File: src/rtl/ifetch_pkg.sv
// Shared types and helpers for the instruction fetch front end.
package ifetch_pkg;

  localparam int unsigned XLEN       = 32;
  localparam int unsigned WORD_BYTES = 4;

  typedef struct packed {
    logic [XLEN-1:0] pc;
    logic [XLEN-1:0] instr;
  } fetch_entry_t;

  // Force a byte address onto a word boundary.
  function automatic logic [XLEN-1:0] align_word(input logic [XLEN-1:0] addr);
    return {addr[XLEN-1:2], 2'b00};
  endfunction

endpackage

File: src/rtl/ifetch_fifo.sv
// Circular buffer of fetched {pc, instr} pairs; flush empties it in one cycle.
module ifetch_fifo
  import ifetch_pkg::*;
#(
  parameter int unsigned DEPTH = 2,
  localparam int unsigned CNT_W = $clog2(DEPTH + 1)
) (
  input  logic             clk,
  input  logic             rst_n,
  input  logic             push,
  input  logic             pop,
  input  logic             flush,
  input  fetch_entry_t     wdata,
  output fetch_entry_t     rdata,
  output logic [CNT_W-1:0] count,
  output logic             full,
  output logic             empty
);

  localparam int unsigned PTR_W = $clog2(DEPTH);

  logic [PTR_W-1:0] head;
  logic [PTR_W-1:0] tail;
  fetch_entry_t     mem [DEPTH];

  // Pointers wrap naturally because DEPTH is a power of two.
  always_ff @(posedge clk) begin
    if (!rst_n) begin
      head  <= '0;
      tail  <= '0;
      count <= '0;
    end else if (flush) begin
      head  <= '0;
      tail  <= '0;
      count <= '0;
    end else begin
      if (push) tail <= tail + PTR_W'(1);
      if (pop)  head <= head + PTR_W'(1);
      count <= count + CNT_W'(push) - CNT_W'(pop);
    end
  end

  always_ff @(posedge clk) begin
    if (rst_n && !flush && push) mem[tail] <= wdata;
  end

  assign full  = (count == CNT_W'(DEPTH));
  assign empty = (count == '0);
  assign rdata = empty ? '0 : mem[head];

endmodule

File: src/rtl/ifetch_unit.sv
// Fetch PC, redirect handling and decode handshake around ifetch_fifo.
// IFETCH_BYPASS_EN: an empty queue forwards the current fetch word combinationally.
module ifetch_unit
  import ifetch_pkg::*;
#(
  parameter int unsigned DEPTH    = 2,
  parameter logic [31:0] RESET_PC = 32'h0000_0000
) (
  input  logic        clk,
  input  logic        rst_n,
  output logic [31:0] imem_addr,
  input  logic [31:0] imem_instr,
  input  logic        redirect_valid,
  input  logic [31:0] redirect_pc,
  output logic        out_valid,
  input  logic        out_ready,
  output logic [31:0] out_instr,
  output logic [31:0] out_pc
);

  localparam int unsigned CNT_W = $clog2(DEPTH + 1);

  logic [31:0]      fetch_pc;
  fetch_entry_t     head_entry;
  fetch_entry_t     new_entry;
  logic [CNT_W-1:0] count;
  logic             full;
  logic             empty;
  logic             bypass;
  logic             pop;
  logic             push;
  logic             fifo_push;
  logic             fifo_pop;

  assign imem_addr = fetch_pc;
  assign new_entry = '{pc: fetch_pc, instr: imem_instr};

  // Handshake and queue control; a bypassed word is consumed without enqueueing.
  always_comb begin
    bypass = 1'b0;
`ifdef IFETCH_BYPASS_EN
    bypass = empty & ~redirect_valid;
`endif
    out_valid = (count != '0) | bypass;
    out_pc    = bypass ? fetch_pc   : head_entry.pc;
    out_instr = bypass ? imem_instr : head_entry.instr;
    pop       = out_valid & out_ready;
    push      = ~redirect_valid & (~full | pop);
    fifo_pop  = pop & ~bypass;
    fifo_push = push & ~(bypass & pop);
  end

  always_ff @(posedge clk) begin
    if (!rst_n) begin
      fetch_pc <= RESET_PC;
    end else if (redirect_valid) begin
      fetch_pc <= align_word(redirect_pc);
    end else if (push) begin
      fetch_pc <= fetch_pc + 32'(WORD_BYTES);
    end
  end

  ifetch_fifo #(
    .DEPTH (DEPTH)
  ) u_fifo (
    .clk   (clk),
    .rst_n (rst_n),
    .push  (fifo_push),
    .pop   (fifo_pop),
    .flush (redirect_valid),
    .wdata (new_entry),
    .rdata (head_entry),
    .count (count),
    .full  (full),
    .empty (empty)
  );

endmodule

File: config.mk
export PLATFORM = sky130hd
export DESIGN_NAME = ifetch_unit
export DESIGN_NICKNAME = d
export VERILOG_FILES = /design/src/rtl/ifetch_pkg.sv /design/src/rtl/ifetch_fifo.sv /design/src/rtl/ifetch_unit.sv
export SDC_FILE = /design/constraint.sdc
export NUM_CORES = 1
export LEC_CHECK = 0
export CAP_MARGIN = 20
export CORE_MARGIN = 2
export CORE_UTILIZATION = 52
export DETAILED_ROUTE_END_ITERATION = 10
export DONT_BUFFER_PORTS = 1
export PLACE_DENSITY = 0.66
export SLEW_MARGIN = 20
export SYNTH_ARGS = -nofsm -noshare
export SYNTH_HDL_FRONTEND = slang
export SYNTH_SLANG_ARGS = --single-unit
File: constraint.sdc
create_clock -name clk -period 12.6 [get_ports clk]
set_input_delay 0.63 -clock clk [delete_from_list [all_inputs] [get_ports clk]]
set_output_delay 0.63 -clock clk [all_outputs]
set_load 0.01 [all_outputs]
==> impl_metrics.json <==
{
  "status": "completed",
  "switchingPower_mw": 0.280,
  "hp-class": "in -> reg",
  "die_w_um": 118,
  "track_usage": 0.197,
  "rsz0062_at_grt": "false",
  "drive_above_1_share": 0.0897,
  "grt_max_degree": 64,
  "dp_hpwl_um": 8790,
  "ios": 165,
  "cts_buffers": 17,
  "place_inst": 674,
  "via_per_inst": 5.89,
  "nets": 592,
  "clkPwrFrac": 0.411,
  "first_pass_iters": 4,
  "drc": 0,
  "fin_crit_ns": 2.66,
  "combPwrFrac": 0.070,
  "antenna_found_initial": 0,
  "grt_pass1_wl_um": 21200,
  "n_antenna_cell": 0,
  "dieArea_mm2": 0.0139,
  "cts_resized": 0,
  "max_cap_violations": 0,
  "postSynthCellCount": 531,
  "synth_ff_type": "edfxtp_1",
  "worstSkewPairLatency_ns": 0.40,
  "relSlewSlack": 0.278,
  "die_y_um": 118,
  "finalCritPeriodShare": 0.211,
  "cts_setup_buffers": 0,
  "p_sw_frac": 0.235,
  "holdCritStartpoint": "imem_instr[7]",
  "synth_edf_count": 124,
  "worstPathRequired_ns": 11.97,
  "r2r-start": "u_fifo.count[1]$_SDFF_PP0_",
  "async_reset_ff_frac": 0,
  "setup_ws_ns": 9.94,
  "hold_slack_ns": 0.317,
  "synth-seq-area-share": 0.658,
  "p_per_area_mw_per_mm2": 160,
  "hold_buffers": 0,
  "yosysUniqueCellTypes": 49,
  "wire_per_inst_um": 19.2,
  "setup_viol": 0,
  "cts.sinks": 159,
  "leakagePower_nw": 2.34,
  "p_total_mw": 1.19,
  "critical_path_class": "reg -> out",
  "avgSynthCellArea_um2": 12.7,
  "cts_htree_levels": 4,
  "fill_cells": 1062,
  "crit_fanout": 62,
  "grt_pass1_vias": 3956,
  "place.port_buffers": 0,
  "gp_congestion": 0.812,
  "cts_root_buffer": "clkbuf_16",
  "skew_ns": 0.00810,
  "tritoncts": "done",
  "hold_viol": 0,
  "clk_pin_slew_ns": 0.06,
  "synth-seq-cells": 159,
  "std_cell_rows": 41,
  "core_mm2": 0.0126,
  "crit_arrival_ns": 2.03,
  "syn_area_mm2": 0.00673,
  "clockBufferDepth": 2,
  "cp-end-kind": "output pin",
  "power.internal_mw": 0.912,
  "initial_core_util": 0.533,
  "drt_iter0_drc": 289,
  "fin_cells": 707,
  "startpoint_type": "flip-flop",
  "power_frac_seq": 0.519,
  "grt-ovfl-total": 0,
  "ant_nets": 0,
  "finalSetupTns_ns": 0,
  "dr_total_vias": 4161,
  "dp_slack_ns": 9.70,
  "irDropWorstVdd_v": 0.0000629,
  "area_growth_pct": 10.6,
  "yosysWarnings": 0,
  "worst_pin_slew_ns": 1.08,
  "fmax_mhz": 376,
  "drt-total-wl_um": 13600,
  "drv_slew": 0
}
==> placed cells by master, fill, tap and decap left out, drive strengths merged, types with 3 or more instances in the layout <==
master / n
inv: 7
o31ai: 10
nand4: 12
buf: 5
or3: 10
xnor2: 8
and2: 5
nor2: 73
conb: 4
nand2b: 6
clkbuf: 21
edfxtp: 124
mux2i: 62
nor4: 7
o21ai: 29
nor3: 5
clkinv: 9
a211oi: 3
a31oi: 13
xor2: 3
and3: 3
o211a: 3
a21oi: 5
or4: 13
nand2: 26
dfxtp: 35
nand3: 14
==> cell usage after synthesis (all sizes together) (2+ instances only) <==
cell type	instances	area, um^2
a31oi	13	81.3
o211ai	2	15.0
o211a	3	30.0
ha	2	25.0
a21oi	5	25.0
or4	13	103
and4	2	18.8
a211oi	3	22.5
clkbuf	27	101
inv	5	18.8
or3	10	63.8
and2	5	31.3
xnor2	8	70.1
nor2	73	274
buf	10	65.1
nand3	14	70.1
nor3b	2	15.0
xor2	3	26.3
nor3	5	25.0
nand2	26	97.6
nor4	7	43.8
and3	3	18.8
dfxtp	35	701
mux2i	62	621
o21ai	29	145
o31ai	10	75.1
edfxtp	124	3720
o311a	2	21.3
nand4	12	81.3
nand2b	6	37.5
==> logic make-up after synthesis <==
family	synth area share
buf+inv	0.0281
xor+xnor	0.0143
mux	0.0923
flops	0.658
simple gates	0.132
fa+ha+maj	0.00372
other cells	0.000558
compound gates	0.0712
==> power groups by stage <==
stage | Combinational [mW] | Sequential, mW | Clock (mW)
4_1_cts | 0.0835 | 0.619 | 0.498
5_1_grt | 0.0922 | 0.623 | 0.522
6_report | 0.0833 | 0.619 | 0.490
3_5_place_dp | 0.0831 | 0.630 | 0
2_1_floorplan | 0.0729 | 0.620 | 0
3_3_place_gp | 0.0814 | 0.629 | 0
==> flip-flops by register name (all words and copies together), names as in the netlist, named ones only <==
signal and cells:
u_fifo.tail 1, u_fifo.head 1, u_fifo.mem 124, imem_addr 30, u_fifo.count 2
==> final timing paths <==
| path | to | slack (ns) | depth (start not counted) |
|---|---|---|---|
| max | out_pc[14] | 9.94 | 2 |
| min reg2reg | u_fifo.head$_SDFFE_PP0P_ | 0.51 | 2 |
| max reg2reg | u_fifo.mem[1][48]$_DFFE_PP_ | 10.00 | 5 |
| min | u_fifo.mem[0][7]$_DFFE_PP_ | 0.32 | 0 |
==> metrics by stage <==
| step | cell area, um^2 | util |
|---|---|---|
| floorplan | 6740 | - |
| global placement | 6840 | 0.542 |
| detailed placement | 6840 | 0.542 |
| CTS | 7410 | 0.588 |
| global route | 7440 | 0.590 |
| finish | 7440 | 0.590 |
==> worst max-delay path, stage by stage, from the launching register on <==
cell and delay (ns):
dfxtp_4 1.06, mux2i_1 0.17, nor2_1 0.36
==> routing by layer <==
metal	wire length, um	track usage
met5	0	0
met4	88	0.0655
met3	1130	0.0717
met2	6650	0.318
met1	5730	0.247
==> final cells by class <==
type | count | area (um^2) | share of cell area
flip-flops and latches | 159 | 4430 | 0.595
multi-input cells | 332 | 2140 | 0.287
clock buffers | 20 | 437 | 0.0587
well taps | 172 | 215 | 0.0289
clock inverters | 12 | 136 | 0.0183
repair buffers | 6 | 62.6 | 0.00841
inverters | 6 | 22.5 | 0.00303
Power figures use the tool's default switching activity.
